==> src/rtl/mul_div_unit.sv <==
// Iterative MULT/MULTU/DIV/DIVU unit owning the HI/LO registers; one datapath step per clock, WIDTH steps per operation.
// Define MULDIV_DIVIDE_EN to build the restoring divider; without it DIV/DIVU complete immediately and leave HI/LO untouched.
module mul_div_unit #(
    parameter int WIDTH = 32
) (
    input  logic             clock,
    input  logic             reset,
    input  logic             start,
    input  logic [1:0]       op,
    input  logic [WIDTH-1:0] operand_a,
    input  logic [WIDTH-1:0] operand_b,
    input  logic             hi_we,
    input  logic             lo_we,
    output logic             busy,
    output logic             done,
    output logic             div_by_zero,
    output logic [WIDTH-1:0] hi,
    output logic [WIDTH-1:0] lo
);

    localparam int CW = $clog2(WIDTH);

    typedef enum logic [1:0] {
        IDLE,
        RUN,
        DONE
    } state_t;

    state_t state, state_nx;

    logic [CW-1:0]    count;
    logic [WIDTH-1:0] acc;      // partial product high half / partial remainder
    logic [WIDTH-1:0] mq;       // multiplier / dividend shifting out, quotient shifting in
    logic [WIDTH-1:0] b_q;      // multiplicand / divisor magnitude
    logic [WIDTH-1:0] hi_q, lo_q;
    logic             neg_res_q;
`ifdef MULDIV_DIVIDE_EN
    logic             is_div_q;
    logic             neg_rem_q;
    logic             dz_q;
    logic [WIDTH-1:0] a_raw_q;
`endif

    logic             op_signed;
    logic             last_step;
    logic [WIDTH-1:0] acc_nx, mq_nx;
    logic [WIDTH:0]   mul_sum;
    logic [2*WIDTH-1:0] prod;
    logic [WIDTH-1:0] res_hi, res_lo;
`ifdef MULDIV_DIVIDE_EN
    logic [WIDTH:0]   div_shift, div_sub;
    logic             div_ge;
`endif

    function automatic logic [WIDTH-1:0] magnitude(input logic [WIDTH-1:0] x, input logic sgn);
        return (sgn && x[WIDTH-1]) ? -x : x;
    endfunction

    assign op_signed = ~op[0];
    assign last_step = (state == RUN) && (count == CW'(WIDTH - 1));

    assign busy = (state == RUN);
    assign done = (state == DONE);
    assign hi   = hi_q;
    assign lo   = lo_q;
`ifdef MULDIV_DIVIDE_EN
    assign div_by_zero = done & dz_q;
`else
    assign div_by_zero = 1'b0;
`endif

    // NOTE: every signal written here gets a default first, so no path leaves one unassigned and no latch is inferred.
    always_comb begin
        state_nx = state;
        case (state)
            IDLE, DONE: begin
                state_nx = IDLE;
                if (start) begin
`ifdef MULDIV_DIVIDE_EN
                    state_nx = RUN;
`else
                    state_nx = op[1] ? DONE : RUN;
`endif
                end
            end
            RUN:     if (last_step) state_nx = DONE;
            default: state_nx = IDLE;
        endcase
    end

    // One iteration: shift-add for multiply, restoring shift-subtract for divide.
    always_comb begin
        mul_sum = {1'b0, acc} + (mq[0] ? {1'b0, b_q} : {(WIDTH + 1){1'b0}});
        acc_nx  = mul_sum[WIDTH:1];
        mq_nx   = {mul_sum[0], mq[WIDTH-1:1]};
`ifdef MULDIV_DIVIDE_EN
        div_shift = {acc, mq[WIDTH-1]};
        div_sub   = div_shift - {1'b0, b_q};
        // The partial remainder stays below the divisor, so a set top bit means the subtract borrowed.
        div_ge    = ~div_sub[WIDTH];
        if (is_div_q) begin
            acc_nx = div_ge ? div_sub[WIDTH-1:0] : div_shift[WIDTH-1:0];
            mq_nx  = {mq[WIDTH-2:0], div_ge};
        end
`endif
    end

    // Sign correction applied to the value produced by the final step.
    always_comb begin
        prod = {acc_nx, mq_nx};
        if (neg_res_q) prod = -prod;
        res_hi = prod[2*WIDTH-1:WIDTH];
        res_lo = prod[WIDTH-1:0];
`ifdef MULDIV_DIVIDE_EN
        if (is_div_q) begin
            res_lo = neg_res_q ? -mq_nx : mq_nx;
            res_hi = neg_rem_q ? -acc_nx : acc_nx;
            if (dz_q) begin
                res_hi = a_raw_q;
                res_lo = '1;
            end
        end
`endif
    end

    // NOTE: non-blocking assignments throughout, so every register samples pre-edge values regardless of statement order.
    always_ff @(posedge clock) begin
        // NOTE: the datapath registers are reset along with the architectural state so an aborted operation leaves nothing behind.
        if (reset) begin
            state     <= IDLE;
            count     <= '0;
            acc       <= '0;
            mq        <= '0;
            b_q       <= '0;
            hi_q      <= '0;
            lo_q      <= '0;
            neg_res_q <= 1'b0;
`ifdef MULDIV_DIVIDE_EN
            is_div_q  <= 1'b0;
            neg_rem_q <= 1'b0;
            dz_q      <= 1'b0;
            a_raw_q   <= '0;
`endif
        end else begin
            state <= state_nx;
            if (state != RUN) begin
                if (hi_we) hi_q <= operand_a;
                if (lo_we) lo_q <= operand_a;
                if (start) begin
                    count     <= '0;
                    acc       <= '0;
                    mq        <= magnitude(operand_a, op_signed);
                    b_q       <= magnitude(operand_b, op_signed);
                    neg_res_q <= op_signed & (operand_a[WIDTH-1] ^ operand_b[WIDTH-1]);
`ifdef MULDIV_DIVIDE_EN
                    is_div_q  <= op[1];
                    neg_rem_q <= op_signed & operand_a[WIDTH-1];
                    dz_q      <= op[1] & (operand_b == '0);
                    a_raw_q   <= operand_a;
`endif
                end
            end else begin
                count <= count + CW'(1);
                acc   <= acc_nx;
                mq    <= mq_nx;
                if (last_step) begin
                    hi_q <= res_hi;
                    lo_q <= res_lo;
                end
            end
        end
    end

endmodule

==> config.mk <==
export PLATFORM = sky130hd
export DESIGN_NAME = mul_div_unit
export DESIGN_NICKNAME = d
export VERILOG_FILES = /design/src/rtl/mul_div_unit.sv
export SDC_FILE = /design/constraint.sdc
export NUM_CORES = 1
export LEC_CHECK = 0
export BUFFER_PORTS_ARGS = -buffer_cell sky130_fd_sc_hd__buf_2
export CELL_PAD_IN_SITES_DETAIL_PLACEMENT = 1
export CELL_PAD_IN_SITES_GLOBAL_PLACEMENT = 2
export CORE_ASPECT_RATIO = 1.4
export CORE_MARGIN = 4
export CORE_UTILIZATION = 37
export CTS_CLUSTER_DIAMETER = 100
export DETAILED_ROUTE_END_ITERATION = 16
export GPL_TIMING_DRIVEN = 1
export PLACE_DENSITY_LB_ADDON = 0.1
export SLEW_MARGIN = 20
export SYNTH_ARGS = -nofsm -noshare
export SYNTH_HDL_FRONTEND = slang
export SYNTH_SLANG_ARGS = --single-unit
==> constraint.sdc <==
create_clock -name clock -period 7.3 [get_ports clock]
set_input_delay 1.46 -clock clock [delete_from_list [all_inputs] [get_ports clock]]
set_output_delay 1.46 -clock clock [all_outputs]
set_load 0.1 [all_outputs]
After elaboration in Yosys (flattened, before gate mapping)
Index checks and enable logic that the tools add are counted.

Muxes and demuxes: 20. Add/subtract/negate cells: 5. Bitwise operators: 3. Equal/unequal tests: 8. Reductions and logical operators: 9.

Operators by type and width (count): two-way mux 32 bit (13); two-way mux 64 bit (1); negator 32 bit (2); negator 64 bit (1); adder 32 x 32 -> 33 bit (1); two-way mux 5 bit (2); two-way mux 2 bit (3); inequality test 2 bit, second input constant (3); AND reduction 2 bit (3); adder 5 x 1 -> 5 bit, second input constant (1); equality test 5 bit, second input constant (1); inequality test 2 x 1 -> 1 bit, second input constant (2); case mux 2 bit (2 select lines) (1); logical AND 1 bit (3); equality test 2 x 1 -> 1 bit, second input constant (1); equality test 2 bit, second input constant (1); zero test 2 bit (1); nonzero test 2 bit (1); OR reduction 2 bit (1); bitwise AND 1 bit (1); NOT 1 bit (1); XOR 1 bit (1).

Word-level logic and storage cells: 53. Flip-flop bits (word level): 168. Output and inout bits: 67.

Logic depth before layout (Yosys ltp)
Gate-level depths: netlist of the first run.

Depth in word-level cells: 6. Depth in mapped cells: 15. Mapped depth without buffers: 13.

Least setup slack after synthesis of the first run
No wires, ideal clock.

Path kind: register -> register. Start point: reg mq[0]. End point: reg hi_q[27], in the netlist hi[27]. Data arrival time: 3.825 ns. Setup slack: 3.362 ns. Cell stages (with the launch flop): 13. Library setup time: 0.112 ns. Period minus slack after synthesis: 3.938 ns. Cell sequence: dfxtp_1 clkbuf_1 and2_1 ha_1 fa_1 or3_1 or4_1 or3_4 nor4_4 nand2_4 o41ai_2 xor2_1 a2111oi_1.

Longest elaborated chain between the ends: 6.

Ends and longest elaborated chain: from (decl) (line 33) `logic [WIDTH-1:0] mq;`; from (signal assigned) (line 152) `mq <= magnitude(operand_a, op_signed);`; from (signal assigned) (line 165) `mq <= mq_nx;`; two-way mux 32 bit (*) (line 93) `mul_sum = {1'b0, acc} + (mq[0] ? {1'b0, b_q} : {(WIDTH + 1){1'b0}});`; adder 32 x 32 -> 33 bit (*) (line 93); negator 64 bit (line 111) `if (neg_res_q) prod = -prod;`; two-way mux 64 bit (*) (line 111); two-way mux 32 bit (*) (line 166) `if (last_step) begin`; two-way mux 32 bit (*) (line 146) `if (state != RUN) begin`; to (signal assigned) (line 147) `if (hi_we) hi_q <= operand_a;`; to (signal assigned) (line 167) `hi_q <= res_hi;`; to (decl) (line 35) `logic [WIDTH-1:0] hi_q, lo_q;`.

Mark *: on every way between the ends. The rest lies on a longest branch, timed or not. The select of a mux whose other input is x is not followed. A chain may end at the register's enable or synchronous reset.

Final worst setup path of the first run
Ends and elaborated chain as after synthesis.

==> results.md, run 1 <==
- The final instance area is 13200 µm².
- The number of clock buffers inserted by TritonCTS is 17.
- The number of standard cells after synthesis is 1579.
- The initial utilization of the core area, before any placement, comes to 0.374.
- The combined area of all synthesized cells is 11800 µm².
- In this run the tool buffered the top-level ports with 136 buffer cells.
- Summed over all nets, the half-perimeter wirelength after detailed placement is 29400 µm.
- The time the final worst path needs with I/O delays and setup is 4.81 ns.
- The arrival time at the worst endpoint is 5.15 ns.
- The clock transition time at the flip-flop clock pins of the worst setup and hold paths is 0.07 ns.
- The worst-case setup slack after placement is 2.41 ns.
- In the finished design, the share of the clock period the worst path needs comes to 0.659.
- Once detail routing completed, the nets flagged for antenna violations numbered 0.
- The synthesized design contains 0 enable-type register cells.
- The worst-case hold path end point is b_q[24].
- The headroom to the max-slew limit is 0.271.
- The setup check on the worst reg-to-reg path leaves a slack of 2.49 ns.
- After synthesis, the share of cell area in mux cells is 0.00819.
- The endpoint class of the critical path is a register.
- The number of gates resized after CTS is 0.
- Setup repair after global routing left no endpoint under its margin.
- In this run the critical register-to-register path is launched from mq[0].
- The routed via count is 11600.
- Power spread over the standard cell area amounts to 198 nW/µm².
- The number of antenna cells inserted is 0.
- The fraction of layout instances using a drive strength above 1 is 0.142.
- The share of the synthesized area in compound gates (AO/OA/AOI/OAI) is 0.283.
- The number of max-slew violations in the final report is 0.
- The worst setup path is of the reg2reg kind.
- The final weighted congestion in routability-driven placement is 0.821.
- The synthesis-to-finish area growth is 12.3%.
- The number of H-tree branching levels is 4.
- The total wirelength of the detailed-routed design is 39400 µm.
- The net count of the finished layout is 1748.
- The count of distinct cell types in the synthesized netlist is 83.
- The routed length per instance is 19.2 µm.
- The worst reg-to-reg path cell count is 11.
- The highest ir drop seen on vdd is 0.0000988 V.
- Clock latency on the worst-skew pair, taken at its later pin, is 0.45 ns.
- TritonCTS built the clock tree.
- Leaving out fill and tap cells, the most frequent cell in the layout is nor2_1.
- The beginning of the worst hold path is b_q[24].
- The total routing usage reported by global routing is 0.224.
- The required time of the critical path is 7.63 ns.
- The vertical die dimension is 219 µm.
- The width of the chip is 159 µm.
- Yosys printed 0 warnings.
- The post-CTS setup buffer count is 0.
- The final routed DRC violation total is 0.
- In the layout the commonest cells are 262 x nor2_1, 172 x a21oi_1, 167 x dfxtp_1.
- The number of global-route vias before repair is 11800.
- The total congestion overflow is 0.
- After detailed placement, the total cell area comes to 12700 µm².
- The number of hold violations in the final report is 0.
- Pin placement for this block handled 138 I/O pins.
- Of the total synthesized cell area, the portion taken by XOR and XNOR cells is 0.0901.
- The proportion of register bits with asynchronous set or reset after synthesis is 0.
- The endpoint of the worst-slack reg-to-reg timing path is hi[27].
- Setup slack on the critical path of the routed design comes to 2.49 ns.
- Each instance of the synthesized netlist takes up on average 7.45 µm².
- After synthesis the netlist holds a flip-flop and latch count of 168.
- After routing, the total negative slack on setup checks comes to 0 ns.
- The area of the die is 34800 µm².
- Entering global routing, the biggest net connects 92 pins.
- In the synthesized netlist the dominant register cell turns out to be dfxtp_1.
- The clock sink count is 168.
- Counting along the longest clock path gives a buffer depth of 2.
- The worst min-delay path class is reg2reg.
- The wire length of the first global-routing pass is 63600 µm.
- The initial antenna violation count is 0.
- Along the worst path, the maximum fanout reaches 33.
- The post-detailed-route via-to-cell ratio is 5.67.
- The placeable core region is 31500 µm².
- The count of max-cap constraint violations is 0.
- At the pin with the least slew margin, the transition time is 1.09 ns.
- The setup violation total in the final timing report is 0.
- The critical path launch point type is a register.
- The first-pass detailed-route iteration total is 5.
- The post-route clock skew is 0.00863 ns.
- The fraction of the mapped netlist area in adder cells is 0.0410.
- Hold timing on the final database bottoms out at a slack of 0.451 ns.
- The fraction of the mapped netlist area in simple logic gates is 0.249.
- The post-synth net total is 1688.
- Derived from the worst setup path, the maximum achievable clock frequency is 208 MHz.
- Of the synthesized area, sequential elements account for 0.286.
- The reported leakage power is 5.27 nW.
- The initialized floorplan defines 77 standard-cell rows.
- The number of violations reported at the end of detailed-routing iteration 0 is 503.
- For this design, the CTS-stage hold fixing added 0 buffers.
- The buffer type at the clock tree root is clkbuf_16.
- The run finished with clean final reports.
- The number of cells on the worst hold path is 2.
- The largest family of logic cells by synthesized area is compound AO/OA/AOI/OAI gates.
## registers in the layout, indices dropped and copies added, names as in the netlist
register,cells
acc,32
b_q,32
hi,32
lo,32
mq,32
count,5
state,2
neg_res_q,1
## area by class of cell
class | count | area, µm²
tap | 395 | 494
timing repair buffer | 149 | 781
inverter | 20 | 77.6
multi-input combinational | 1283 | 7940
clock buffer | 22 | 464
clock inverter | 9 | 100
fill | 3965 | 18300
sequential | 168 | 3360
## layer usage
layer	part of all wire	global-route usage
met1	0.45	0.275
met2	0.51	0.416
met3	0.026	0.0286
met4	0.015	0.0559
met5	0	0
## logic make-up (layout without fill, tap and decap cells)
family | count (synthesis) | count (layout)
muxes | 9 | 9
xor gates and xnor gates | 121 | 121
AOI/OAI and AO/OA | 512 | 512
adders and majority gates | 38 | 38
buffers and inverters | 128 | 200
other | 1 | 1
DFF | 168 | 168
and+or+nand+nor | 602 | 602
## critical path: stages, from the launching register on
cell and delay [ns]:
dfxtp_1 0.94, and2_1 0.24, ha_1 0.23, fa_1 0.51, or3_1 0.45, or4_1 0.60, or3_4 0.45, nor4_4 0.33
nand2_4 0.16, o41ai_2 0.26, xor2_1 0.13, a2111oi_1 0.40
## metrics by stage
step	util	cells	power, mW
finish	0.420	2046	2.62
global route	0.420	2046	2.74
CTS	0.420	2046	2.64
detailed placement	0.402	2015	1.73
global placement	0.402	2015	1.72
floorplan	-	1579	1.55
## power breakdown
part           switching (mW)  internal, mW  leakage (nW)  total [mW]
Clock                   0.394         0.517         0.276       0.910
Sequential             0.0579         0.979          1.38        1.04
Combinational           0.493         0.175          3.62       0.668
Total                   0.944          1.67          5.27        2.62
## cell usage after synthesis, types with 4 or more instances
cell type	n	area, µm²
a21o_1	16	120
and3_1	31	194
or4_1	8	60.1
ha_1	37	463
inv_1	18	67.6
o211ai_1	8	60.1
a211oi_1	90	676
mux2i_1	4	40.0
o21ba_2	4	40.0
a311oi_1	10	87.6
xnor2_1	43	377
o21bai_1	6	45.0
and2_1	42	263
o21a_1	10	75.1
nand4_1	4	25.0
nand2_1	112	420
clkbuf_1	92	345
buf_1	6	22.5
nor4_1	11	68.8
xor2_1	78	683
buf_2	8	40.0
nor2b_1	6	37.5
and4_1	5	43.8
o31ai_1	27	203
nor2_1	263	987
o211a_1	4	40.0
mux2_2	5	56.3
a21oi_1	174	871
o41ai_1	14	123
o21ai_0	76	380
or3_1	19	119
nand3_1	26	130
nor3_1	25	125
dfxtp_1	168	3360
or2_2	10	62.6
a211o_1	8	70.1
nor4_2	5	62.6
nand2b_1	10	62.6
o21ai_1	6	30.0
a221oi_1	4	35.0
a31oi_1	18	113
nand3b_1	4	30.0
## how the worst max path moves through the flow
stage / from / end / slack (ns) / cells after the start
after floorplan: mq[0] / hi[27] / 3.36 / 12
after global placement: mq[0] / hi[27] / 2.64 / 11
after detailed placement: mq[0] / hi[27] / 2.41 / 13
after CTS: mq[0] / hi[27] / 2.37 / 13
after global routing: mq[0] / hi[27] / 1.99 / 13
final: mq[0] / hi[27] / 2.49 / 11
(Power assumes the default switching activity.)
==> run 2: changes to the inputs <==
- CORE_UTILIZATION: 37 -> 31
- clock period: 7.3 -> 4.3 ns (I/O delays scaled with it)
==> run 2 against run 1 <==
Compared with the run above:
- wire length grew 6.3%
- core utilization shrank 5.7 points
- design area grew 3.0%
- via count grew 1.0%
- combinational power grew 75%
- clock skew grew 0.0015 ns
- fmax grew 18%
- setup slack lost 2.3 ns
- critical path depth grew 2
- highest routed layer unchanged
==> results.md, run 2 (synthesis results as in run 1) <==
- The total congestion overflow is 0 (unchanged).
- The part of the total power dissipated in combinational logic is 0.260 (+0.004).
- The top cell types in the final layout, fill and taps aside, are 262 x nor2_1, 171 x a21oi_1, 167 x dfxtp_1.
- The routed via count is 11700 (+1.0%).
- The fraction of layout instances using a drive strength above 1 is 0.161 (+0.0192).
- From synthesis to final layout, the design area changed by 15.8%.
- The final routed DRC violation total is 0 (unchanged).
- The worst-case setup slack after placement is -0.0249 ns (-2.44 ns).
- The vertical die dimension is 239 µm (+8.9%).
- The worst setup path is captured at a register.
- The final weighted congestion in routability-driven placement is 0.838 (+2.0%).
- The number of H-tree branching levels is 4 (unchanged).
- The number of antenna cells inserted came to 0 (unchanged).
- The insertion delay of the later-clocked pin in the worst-skew pair is 0.46 ns (about the same).
- The number of max-slew violations in the final report came to 0 (unchanged).
- Traced cell by cell, the critical path runs through and2_1 > ha_1 > fa_1 > xor2_1 > or3_1 > or4_4 > or3_4 > nor4_4 > buf_4 > nand2_4 > o41ai_2 > xor2_1 > a2111oi_2.
- The width of the chip came to 173 µm (+8.8%).
- The fraction of met2 tracks used by global routing came to 0.366 (-0.0503).
- The buffer type at the clock tree root is clkbuf_16.
- The critical path launch point type is a register.
- TritonCTS built the clock tree.
- The number of violations reported at the end of detailed-routing iteration 0 is 609 (+21%).
- The first-pass detailed-route iteration total is 6 (+1).
- The routed length per instance was 19.4 µm (+0.87%).
- The kind of cell with the highest combined delay on the critical path is simple AND/OR/NAND/NOR gates.
- The total wirelength of the detailed-routed design is 41900 µm (+6.3%).
- The post-route clock period utilization is 0.951 (+0.291).
- The highest attainable clock frequency is 245 MHz (+18%).
- The starting density of the core is 0.314 (-0.0599).
- The largest stage delay on the critical path is 0.56 ns (-0.38 ns).
- The number of core rows was 84 (+9.1%).
- The final net count is 1780 (+1.8%).
- The portion of total power attributed to sequential cells is 0.390 (-0.006).
- The largest net degree at the start of global routing is 158 (+72%).
- Leaving out fill and tap cells, the most frequent cell in the layout is nor2_1.
- The arrival time at the worst endpoint is 4.44 ns (-0.71 ns).
- The part of the power in the clock network is 0.350 (+0.002).
- The post-route clock skew came to 0.0101 ns (+0.00151 ns).
- The number of hold violations in the final report was 0 (unchanged).
- The flow ran to the end, and the final reports show no timing, DRC or antenna violations.
- The initial antenna violation count is 0 (unchanged).
- The path class of the tightest hold or removal check is reg2reg.
- The area of the die is 41200 µm² (+18%).
- The cell at the slowest stage of the critical path is or4_4.
- The pin slew with the least headroom to its limit is 1.01 ns (-0.0859 ns).
- The fraction of power spent switching nets came to 0.363 (+0.00158).
- The wire length of the first global-routing pass is 66300 µm (+4.2%).
- The met1 demand-to-capacity share in global routing was 0.247 (-0.0277).
- The top-level I/O count is 138 (unchanged).
- The final critical-path setup slack is 0.212 ns (-2.27 ns).
- The setup violation total in the final timing report is 0 (unchanged).
- The net switching power is 1.63 mW (+73%).
- The number of buffer cells added on primary ports was 136 (unchanged).
- The number of nets with antenna violations after detailed routing is 0 (unchanged).
- The time the final worst path needs with I/O delays and setup is 4.09 ns (-0.726 ns).
- The number of clock buffers inserted by TritonCTS is 17 (unchanged).
- The internal power component is 2.86 mW (+71%).
- The number of global-route vias before repair was 11900 (+1.1%).
- The clock sink count came to 168 (unchanged).
- The total placed cells including tap cells is 2123 (+5.4%).
- The startpoint-to-endpoint class of the critical path is reg2reg.
- The power after layout is 4.49 mW (+72%).
- The worst path buffer plus inverter count was 1 (+1).
- The flop-to-flop setup slack is 0.21 ns (-2.27 ns).
- The deepest clock path buffer count was 2 (unchanged).
- The maximum fanout encountered on the critical timing path is 8 (-76%).
- The required time of the critical path was 4.66 ns (-2.97 ns).
- The clock transition time at the flip-flop clock pins of the worst setup and hold paths is 0.07 ns (about the same).
- The highest ir drop seen on vdd is 0.000271 V (+170%).
- The met3 layer usage reported by global route is 0.0214 (-0.00720).
- The routing layer with the top usage in global route is met2.
- The headroom to the max-slew limit is 0.327 (+0.0558).
- The total routing usage reported by global routing is 0.200 (-0.0243).
- The most common cell type on the critical path is xor2_1.
- The total power per unit cell area was 330 nW/µm² (+67%).
- The post-detailed-route via-to-cell ratio is 5.44 (-4.2%).
- The reported leakage power came to 5.45 nW (+3.3%).
- The placeable core region is 37500 µm² (+19%).
- The count of non-filler cells in the finished layout is 2157 (+5.4%).
- The half-perimeter wire length of the detailed placement result is 31800 µm (+8.3%).
- The count of max-cap constraint violations is 0 (unchanged).
run 2: cell type report:
| type | count | area, µm² |
|---|---|---|
| clock buffer | 26 | 519 |
| clock inverter | 6 | 62.6 |
| fill | 4627 | 23900 |
| inverter | 20 | 77.6 |
| multi-input combinational | 1283 | 7960 |
| sequential | 168 | 3360 |
| tap | 473 | 592 |
| timing repair buffer | 181 | 1050 |
run 2: final timing paths:
| kind | start | to | cells after the start |
|---|---|---|---|
| min | b_q[20] | b_q[20] | 2 |
| min reg2reg | b_q[20] | b_q[20] | 2 |
| max | mq[0] | hi[27] | 13 |
| max reg2reg | mq[0] | hi[27] | 13 |
run 2: metrics by stage:
step                instance area (µm²)   util  hold WS [ns]  setup TNS, ns
floorplan                         11800      -         0.427              0
global placement                  13000  0.347         0.437              0
detailed placement                13000  0.347         0.443        -0.0256
CTS                               13600  0.362         0.453              0
global route                      13600  0.363         0.466       -0.00680
finish                            13600  0.363         0.449              0
run 2: worst min-delay path, cell delays in order (launching register included):
cell and delay (ns):
dfxtp_1 0.31, nand2_1 0.05, a21oi_1 0.05
run 2: metal layers:
| metal | routed length (µm) | part of all wire |
|---|---|---|
| met2 | 21200 | 0.51 |
| met1 | 18900 | 0.45 |
| met4 | 832 | 0.020 |
| met3 | 940 | 0.022 |
| met5 | 0 | 0 |
run 2: what timing repair did:
action,4_1_cts,5_1_grt
gates resized for setup,1,4
pin swaps,0,2
endpoints found under the setup margin,2,8
setup buffers,0,2
hold buffers,0,0
run 2: power by group through the flow:
| stage | Sequential, mW | Combinational, mW | Clock (mW) |
|---|---|---|---|
| detailed placement | 1.79 | 1.18 | 0 |
| finish | 1.75 | 1.17 | 1.57 |
| global route | 1.77 | 1.27 | 1.68 |
| floorplan | 2.09 | 0.546 | 0 |
| global placement | 1.79 | 1.16 | 0 |
| CTS | 1.75 | 1.18 | 1.62 |
